**src/rtl/animation_draw_car.sv**
```systemverilog
// animation_draw_car
// Plots the 15x15 car sprite for one heading at (iX,iY) on the shared VGA
// plot bus. Each pixel takes three cycles: ADDR presents the sprite ROM
// address, WAIT covers the second cycle of ROM latency, and PLOT forwards the
// ROM data with the clipped write strobe. Transparent and off-screen pixels
// are skipped, so the background restored by the erase path shows through.
module animation_draw_car #(
   parameter int         SPRITE_W    = 15,
   parameter int         SPRITE_H    = 15,
   parameter int         SCREEN_W    = 160,
   parameter int         SCREEN_H    = 120,
   parameter logic [8:0] TRANSPARENT = 9'h1FF
) (
   input  logic        clk,
   input  logic        resetn,
   input  logic        iDrawCar,
   input  logic [7:0]  iX,
   input  logic [6:0]  iY,
   input  logic [2:0]  iDir,
   input  logic [8:0]  iRomQ,
   output logic [10:0] oRomAddr,
   output logic [7:0]  oX,
   output logic [6:0]  oY,
   output logic [8:0]  oColour,
   output logic        oPlot,
   output logic        oBusy,
   output logic        oDrawDone
);

   // One sprite frame occupies SPRITE_W*SPRITE_H consecutive ROM words.
   localparam int FRAME_WORDS = SPRITE_W * SPRITE_H;

   localparam logic [3:0] LAST_COL = 4'(SPRITE_W - 1);
   localparam logic [3:0] LAST_ROW = 4'(SPRITE_H - 1);

   localparam logic [2:0] S_IDLE = 3'd0;
   localparam logic [2:0] S_LOAD = 3'd1;
   localparam logic [2:0] S_ADDR = 3'd2;
   localparam logic [2:0] S_WAIT = 3'd3;
   localparam logic [2:0] S_PLOT = 3'd4;
   localparam logic [2:0] S_DONE = 3'd5;

   // First ROM word of the frame for a given heading.
   function automatic logic [10:0] frame_base(input logic [2:0] dir);
      frame_base = 11'(dir) * 11'(FRAME_WORDS);
   endfunction

   logic [2:0]  r_state;
   logic [2:0]  w_state_next;
   logic [7:0]  r_x;
   logic [6:0]  r_y;
   logic [2:0]  r_dir;
   logic [3:0]  r_row;
   logic [3:0]  r_col;
   logic [10:0] r_addr;
   logic        w_last_col;
   logic        w_last_pixel;
   logic [8:0]  w_sum_x;
   logic [7:0]  w_sum_y;
   logic        w_on_screen;

   // The row/col pair walks the sprite in raster order; r_addr advances by
   // one word per pixel, which matches dir*225 + row*15 + col without any
   // multiply by row or divide back into row/col.
   assign w_last_col   = (r_col == LAST_COL);
   assign w_last_pixel = w_last_col && (r_row == LAST_ROW);

   // Sums are one bit wider than the ports so a sprite hanging past the
   // right or bottom edge is clipped instead of wrapping to the other side.
   assign w_sum_x     = {1'b0, r_x} + {5'b0, r_col};
   assign w_sum_y     = {1'b0, r_y} + {4'b0, r_row};
   assign w_on_screen = (w_sum_x < 9'(SCREEN_W)) && (w_sum_y < 8'(SCREEN_H));

   // Next-state decode for the per-pixel ADDR/WAIT/PLOT sequence.
   always_comb begin
      w_state_next = S_IDLE;
      case (r_state)
         S_IDLE: begin
            if (iDrawCar) begin
               w_state_next = S_LOAD;
            end else begin
               w_state_next = S_IDLE;
            end
         end
         S_LOAD: w_state_next = S_ADDR;
         S_ADDR: w_state_next = S_WAIT;
         S_WAIT: w_state_next = S_PLOT;
         S_PLOT: begin
            if (w_last_pixel) begin
               w_state_next = S_DONE;
            end else begin
               w_state_next = S_ADDR;
            end
         end
         S_DONE:  w_state_next = S_IDLE;
         default: w_state_next = S_IDLE;
      endcase
   end

   // State register.
   always_ff @(posedge clk) begin
      if (!resetn) begin
         r_state <= S_IDLE;
      end else begin
         r_state <= w_state_next;
      end
   end

   // Capture position and heading at start so later input changes cannot
   // disturb a draw in progress.
   always_ff @(posedge clk) begin
      if (!resetn) begin
         r_x   <= 8'd0;
         r_y   <= 7'd0;
         r_dir <= 3'd0;
      end else if ((r_state == S_IDLE) && iDrawCar) begin
         r_x   <= iX;
         r_y   <= iY;
         r_dir <= iDir;
      end else begin
         r_x   <= r_x;
         r_y   <= r_y;
         r_dir <= r_dir;
      end
   end

   // Pixel counters and ROM address: cleared/seeded in LOAD, stepped as
   // each PLOT cycle finishes.
   always_ff @(posedge clk) begin
      if (!resetn) begin
         r_row  <= 4'd0;
         r_col  <= 4'd0;
         r_addr <= 11'd0;
      end else begin
         case (r_state)
            S_LOAD: begin
               r_row  <= 4'd0;
               r_col  <= 4'd0;
               r_addr <= frame_base(r_dir);
            end
            S_PLOT: begin
               if (w_last_col) begin
                  r_col <= 4'd0;
                  r_row <= r_row + 4'd1;
               end else begin
                  r_col <= r_col + 4'd1;
                  r_row <= r_row;
               end
               r_addr <= r_addr + 11'd1;
            end
            default: begin
               r_row  <= r_row;
               r_col  <= r_col;
               r_addr <= r_addr;
            end
         endcase
      end
   end

   // Output decode: the plot bus is quiet outside PLOT so the top-level mux
   // can OR or select between drawers freely; ROM data is forwarded in the
   // cycle it becomes valid.
   always_comb begin
      oRomAddr  = 11'd0;
      oX        = 8'd0;
      oY        = 7'd0;
      oColour   = 9'd0;
      oPlot     = 1'b0;
      oDrawDone = 1'b0;
      case (r_state)
         S_ADDR: begin
            oRomAddr = r_addr;
         end
         S_WAIT: begin
            oRomAddr = r_addr;
         end
         S_PLOT: begin
            oRomAddr = r_addr;
            oX       = w_sum_x[7:0];
            oY       = w_sum_y[6:0];
            oColour  = iRomQ;
            oPlot    = (iRomQ != TRANSPARENT) && w_on_screen;
         end
         S_DONE: begin
            oDrawDone = 1'b1;
         end
         default: begin
            oDrawDone = 1'b0;
         end
      endcase
   end

   assign oBusy = (r_state != S_IDLE);

endmodule

```
**config.mk**
```make
export PLATFORM = sky130hd
export DESIGN_NAME = animation_draw_car
export DESIGN_NICKNAME = d
export VERILOG_FILES = /design/src/rtl/animation_draw_car.sv
export SDC_FILE = /design/constraint.sdc
export NUM_CORES = 1
export LEC_CHECK = 0
export BUFFER_PORTS_ARGS = -buffer_cell sky130_fd_sc_hd__clkbuf_2
export CAP_MARGIN = 20
export CORE_MARGIN = 4
export CORE_UTILIZATION = 55
export CTS_CLUSTER_DIAMETER = 60
export DETAILED_ROUTE_END_ITERATION = 7
export GPL_ROUTABILITY_DRIVEN = 0
export PLACE_DENSITY = 0.82
export SYNTH_ARGS = -nofsm -noshare
export SYNTH_HDL_FRONTEND = slang
export SYNTH_SLANG_ARGS = --single-unit
```
**constraint.sdc**
```tcl
create_clock -name clk -period 6 [get_ports clk]
set_input_delay 0.6 -clock clk [delete_from_list [all_inputs] [get_ports clk]]
set_output_delay 0.6 -clock clk [all_outputs]
set_load 0.005 [all_outputs]
```
==> summary.md, run 1 <==
| Metric | Value |
|---|---|
| Pwr dens | around 200 nW/µm² |
| Residual DRC count | 0 |
| DR vias | 2,623 |
| Die ar. | 6046 µm² |
| Metal-1 WL | 3004 µm |
| Row count | 25 |
| Synth Cell Area | 2676 µm² |
| Hold-critical path endpoint | r_x[3] |
| Post-CTS resize count | 0 |
| Root Buffer | clkbuf_8 |
| Share of post-route cells with drive strength above 1 | around a fifth |
| DR iter-0 viols | 207 |
| Vias per inst | around 5.5 |
| Synth Register Bits | 40 |
| Inserted Clock Buffers | 5 |
| Max cap viols | 0 |
| Final antenna-violating net count | 0 |
| HP Start | r_x[3] |
| Worst min path class | register to register |
| Synthesized instance count | 350 |
| Post-synth ARST share | 0% |
| Reg2Reg Launch Point | r_dir[1] |
| Total gr overflow | 0 |
| Number of diodes | 0 |
| Dpl hpwl | 4807 µm |
| Initial core utilization | between 50% and 60% |
| Layout Skew | 0.009418 ns |
| First-pass GRT wire length | 10,870 µm |
| CP startpoint kind | register |
| Final setup fails | 0 |
| Length of routed met2 wiring | 3116 µm |
| R2r setup slk | 3.74 ns |
| Worst vdd ir | 0.0001197 V |
| Core area | 4723 µm² |
| Post-Synth Adder-Cell Area | approximately an eighth |
| WP data required | 5.40 ns |
| Post-synthesis mux area share | 0% |
| Critical path endpoint category | output pin |
| Final net count | about 460 |
| Worst slew pin tran | 0.9567 ns |
| Ys Warns | 0 |
| Leakage Power | 1.338 nW |
| Vias in the first global route | between 2,000 and 2,500 |
| Pins Over Slew Limit | 0 |
| Relative slew slack | 36.15% |
| Cell variety after synth | 48 |
| WL final | approximately 6500 µm |
| Xor and xnor area share after synthesis | 4.909% |
| Total global-route track usage | approximately 22% |
| Main combinational cell family by area after synthesis | simple AND/OR/NAND/NOR gates |
| Mean Syn Cell Area | 7.647 µm² |
| Initial antenna violation count | 0 |
| Die Ht | 77.76 µm |
| TritonRoute pass-1 iters | 5 |
| Worst hold slack | around 0.47 ns |
| TritonCTS clock tree | built |
| H-tree depth | 2 |
| Hold Buf Count CTS | 0 |
| Reg2reg path depth | 7 |
| Top Layer Used | met4 |
| Hold path depth | 2 |
| EDFF count, synth | 0 |
| Fin crit period | 3.075 ns |
| IO buf count | 67 |
| Largest net degree at the start of global routing | 34 |
| RSZ-0062 raised after global routing | no |
| Worst EP arrival | 2.47 ns |
| Reg2reg end | r_addr[9] |
| Die Wd | 77.76 µm |
| Final setup TNS | 0 ns |
| Syn Nets | approximately 400 |
| Post-CTS Setup Bufs | 0 |
| Met3 Routed Length | 287 µm |
| Fill cells | 409 |
| CP Max Fanout | 27 |
| Kind of critical path | register to output pin |
| Final hold viol count | 0 |
| Status | complete, no violations |
| Primary FF master, synth | dfxtp_1 |
| Compound-Gate Fraction of Synth Area | 19.45% |
| Sink Count | 40 |
| Post-synthesis simple-gate area fraction | 28.28% |
| Clock tree buffer depth | 2 |
| Fmax | 0.3252 GHz |
| Worst-path clk slew | 0.08 ns |
| Area Overhead vs Synth | 17.06% |
| Seq/Total Area, Yosys | 29.92% |
| Skew-Pair Late Insertion Delay | about 0.30 ns |
| Routed len/inst | between 10 and 15 µm |
| Period utilization | 51.25% |
| IO Pins | 68 |
==> power by group <==
part           switching (mW)  internal [mW]  total, mW
clock network          0.0971          0.124      0.221
registers              0.0235          0.281      0.305
logic                  0.0566         0.0423     0.0989
==> critical path, stage by stage (launching register included) <==
cell and delay, ns:
dfxtp_1 0.48, nor3b_4 0.86, o31ai_1 0.18, a41oi_1 0.21, o311ai_1 0.13, a211oi_2 0.15, clkbuf_2 0.14
==> routing by layer <==
| metal | track usage (%) | up-vias |
|---|---|---|
| met5 | 0 | - |
| met4 | 8.007 | 0 |
| met2 | 36.73 | 70 |
| li1 | - | 1319 |
| met3 | 3.480 | 9 |
| met1 | 28.29 | 1225 |
==> cells in the mapped netlist, types with 5 or more instances <==
master / count / area (µm²)
o21ai_0: 15 / 75.07
nor2b_1: 12 / 75.07
inv_1: 15 / 56.30
xor2_1: 7 / 61.31
and2_1: 16 / 100.1
nand3_1: 13 / 65.06
nor2_1: 37 / 138.9
xnor2_1: 8 / 70.07
dfxtp_1: 40 / 800.8
nand4_1: 5 / 31.28
nand2_1: 53 / 198.9
ha_1: 18 / 225.2
fa_1: 5 / 100.1
a21oi_1: 40 / 200.2
nor3_1: 8 / 40.04
clkbuf_1: 7 / 26.28
==> placed cells by master (no fill, tap or decap), drive strengths merged, types with 2 or more instances in the layout <==
cell     n
nand4    5
and3     3
nand2   53
ha      18
a211oi   5
dfxtp   40
nor3b    3
nand2b   2
nand3   13
clkbuf  73
o21ai   17
nor2    37
a21oi   41
o31ai    4
a311oi   2
or3b     2
inv     15
and2    16
nor3     8
xor2     7
xnor2    8
o22ai    4
nor2b   12
a21o     2
fa       5
a221oi   2
==> state kept, by name, indices dropped and copies added, names as in the netlist <==
| signal | count |
|---|---|
| r_addr | 11 |
| r_x | 8 |
| r_y | 7 |
| r_col | 4 |
| r_row | 4 |
| r_dir | 3 |
| r_state | 3 |
==> how the worst max path moves through the flow <==
stage,from,endpoint,cells after the start
global route,r_state[2],oPlot,6
global placement,r_col[0],oPlot,8
CTS,r_state[1],oPlot,6
detailed placement,r_state[1],oPlot,6
finish,r_state[1],oPlot,6
floorplan,r_col[0],oPlot,7
==> final cells by class <==
cell class | instances | area [µm²] | share of cell area, %
inverters | 15 | 56.30 | 1.797
clock buffers | 6 | 72.57 | 2.316
multi-input cells | 280 | 1734 | 55.35
well taps | 67 | 83.83 | 2.676
repair buffers | 68 | 350.3 | 11.18
flip-flops and latches | 40 | 800.8 | 25.56
clock inverters | 2 | 35.03 | 1.118
==> stage by stage <==
step                      setup slack [ns]  instances  utilization, %  total power [mW]  instance area (µm²)
final                                2.925        478           66.33            0.6243                 3133
after global routing                 2.711        478           66.33            0.6543                 3133
after CTS                            2.948        477           66.01            0.6275                 3118
after detailed placement             3.302        469           63.74            0.4078                 3010
after global placement               3.359        469           63.74            0.4041                 3010
after floorplan                      3.551        350               -            0.3779                 2676
==> kinds of logic after synthesis <==
| family | count (synthesis) |
|---|---|
| simple gates | 157 |
| buf+inv | 30 |
| compound gates | 85 |
| fa+ha+maj | 23 |
| xor+xnor | 15 |
| flops | 40 |
(Power assumes the default switching activity.)
==> run 2, diff against run 1 <==
--- a/config.mk
+++ b/config.mk
@@ -8,11 +8,11 @@
 export BUFFER_PORTS_ARGS = -buffer_cell sky130_fd_sc_hd__clkbuf_2
 export CAP_MARGIN = 20
 export CORE_MARGIN = 4
-export CORE_UTILIZATION = 55
+export CORE_UTILIZATION = 48
 export CTS_CLUSTER_DIAMETER = 60
 export DETAILED_ROUTE_END_ITERATION = 7
 export GPL_ROUTABILITY_DRIVEN = 0
-export PLACE_DENSITY = 0.82
+export PLACE_DENSITY = 0.76
 export SYNTH_ARGS = -nofsm -noshare
 export SYNTH_HDL_FRONTEND = slang
 export SYNTH_SLANG_ARGS = --single-unit
==> constraint.sdc (replaced) <==
create_clock -name clk -period 2.82 [get_ports clk]
set_input_delay 0.282 -clock clk [delete_from_list [all_inputs] [get_ports clk]]
set_output_delay 0.282 -clock clk [all_outputs]
set_load 0.005 [all_outputs]
==> run 2 against run 1 <==
Effect of this change:
- utilization decreased by 7.0 points
- total power increased by 100%
- non-clock buffer count increased by 1
- register-to-register slack got worse by 3.1 ns
- worst setup slack got worse by 2.8 ns
- critical path depth increased by 2
- global-route usage decreased by 1.1 points
- clock-buffer cell count unchanged
- flip-flop and latch count unchanged
- routed wire length increased by 6.1%
- via count increased by 1.0%
- critical endpoint unchanged
==> summary.md, run 2 (same netlist as run 1, synthesis figures left out) <==
| Metric | Value |
|---|---|
| Status | complete, no violations |
| Final antenna-violating net count | 0 |
| IO Pins | 68 |
| DR vias | roughly 2,700 |
| Hold Buf Count CTS | 0 |
| Skew-Pair Late Insertion Delay | 0.30 ns |
| Total global-route track usage | 20.83% |
| DR iter-0 viols | between 150 and 200 |
| Dpl cells | 474 |
| Clock tree buffer depth | 2 |
| Layout Skew | between 0.01 and 0.015 ns |
| Routed len/inst | ~14 µm |
| Top flop regs | r_addr x11, r_x x8, r_y x7 |
| Most common cell after layout, fill and taps aside | clkbuf_2 |
| Vias per inst | 5.498 |
| Worst-path clk slew | 0.08 ns |
| Critical path, cell by cell | ha_1, fa_1, a211oi_2, nor2_1, a41oi_1, o311ai_1, a211oi_2, clkbuf_2 |
| Most common cell on crit path | a211oi_2 |
| Fin area | 3127 µm² |
| TritonCTS clock tree | built |
| Worst vdd ir | about 0.00018 V |
| Residual DRC count | 0 |
| Post-Layout Cell Count | 482 |
| Largest register FFs | 11 |
| Final setup fails | 0 |
| Pins Over Slew Limit | 0 |
| WP data required | approximately 2.5 ns |
| Die Wd | ~83 µm |
| Share of post-route cells with drive strength above 1 | 20.39% |
| Period utilization | 94.31% |
| Dpl hpwl | 5155 µm |
| TritonRoute pass-1 iters | 5 |
| Final net count | 464 |
| Placed inst area | around 3000 µm² |
| Area Overhead vs Synth | 16.83% |
| Post-CTS resize count | 0 |
| Fin crit period | about 2.7 ns |
| Die Ht | 82.67 µm |
| Inserted Clock Buffers | 5 |
| Worst EP arrival | 2.38 ns |
| CP Max Fanout | 7 |
| Post-CTS Setup Bufs | 0 |
| Highest-count cells in the layout ignoring fill and taps | clkbuf_2 (67), nand2_1 (53), a21oi_1 (40), dfxtp_1 (40), nor2_1 (37) |
| Critical path endpoint category | output pin |
| Worst slew pin tran | between 0.7 and 0.8 ns |
| Largest net degree at the start of global routing | 21 |
| Fmax | 0.3760 GHz |
| First-pass GRT wire length | 10,980 µm |
| Core area | 5270 µm² |
| Initial core utilization | 50.78% |
| CP startpoint kind | register |
| Vias in the first global route | 2,361 |
| Final hold viol count | 0 |
| Largest stage delay, worst path | roughly 0.44 ns |
| Worst hold slack | about 0.20 ns |
| Die ar. | 6834 µm² |
| Relative slew slack | 49.00% |
| Total gr overflow | 0 |
| WL final | 6892 µm |
| Kind of critical path | register to output pin |
| HP Start | iY[6] |
| Pwr dens | 402.9 nW/µm² |
| Fill cells | 524 |
| Number of diodes | 0 |
| Sink Count | 40 |
| Worst min path class | input pin to register |
| Initial antenna violation count | 0 |
| Row count | 26 |
| H-tree depth | 2 |
| Final core utilization | 59.33% |
| Leakage Power | 1.338 nW |
| CP startpoint | r_col[0] |
| Reg2Reg Launch Point | r_dir[0] |
| Root Buffer | clkbuf_8 |
| Slowest CP cell | fa_1 |
| IO buf count | 67 |
| Top reg by flops | r_addr |
| Max cap viols | 0 |
==> run 2: critical path: cells and delay by family, from the launching register on <==
| family | cells | cell delay (ns) |
|---|---|---|
| AO/OA/AOI/OAI | 4 | 0.77 |
| adder cells (fa/ha/maj) | 2 | 0.67 |
| flip-flops | 1 | 0.37 |
| buffers and inverters | 1 | 0.14 |
| AND/OR/NAND/NOR | 1 | 0.13 |
==> run 2: path summary, 6_finish.rpt <==
check                                   to  slack (ns)  cells after the start
worst max-delay path                 oPlot        0.16                      8
worst min-delay path                r_y[6]        0.20                      3
worst max register to register   r_addr[9]        0.64                      7
worst min register to register  r_addr[10]        0.47                      1
==> run 2: area by class of cell <==
type	instances	area [µm²]	area share (%)
sequential	40	800.8	25.61
clock buffer	6	82.58	2.641
clock inverter	2	10.01	0.3201
tap	70	87.58	2.801
inverter	15	56.30	1.801
multi-input combinational	280	1739	55.62
timing repair buffer	69	350.3	11.20
==> run 2: power breakdown <==
group          switching (mW)  total (mW)  internal (mW)
combinational           0.124       0.214         0.0891
clock                   0.203       0.398          0.195
sequential             0.0495       0.648          0.598
total                   0.377        1.26          0.883
==> run 2: per-layer routing <==
layer	vias to the layer above	global-route usage (%)	wire [µm]
met5	-	0	0
met4	0	6.699	85
met3	7	4.664	387
met2	95	34.78	3370
met1	1220	26.57	3048
li1	1328	-	-
==> run 2: through the flow <==
| step | total power [mW] | setup slack [ns] | TNS, ns |
|---|---|---|---|
| 6_report | 1.260 | 0.1606 | 0 |
| 5_1_grt | 1.329 | -0.003400 | -0.003400 |
| 4_1_cts | 1.272 | 0.06582 | 0 |
| 3_5_place_dp | 0.8712 | 0.3995 | 0 |
| 3_3_place_gp | 0.8644 | 0.4949 | 0 |
| 2_1_floorplan | 0.8040 | 0.6890 | 0 |
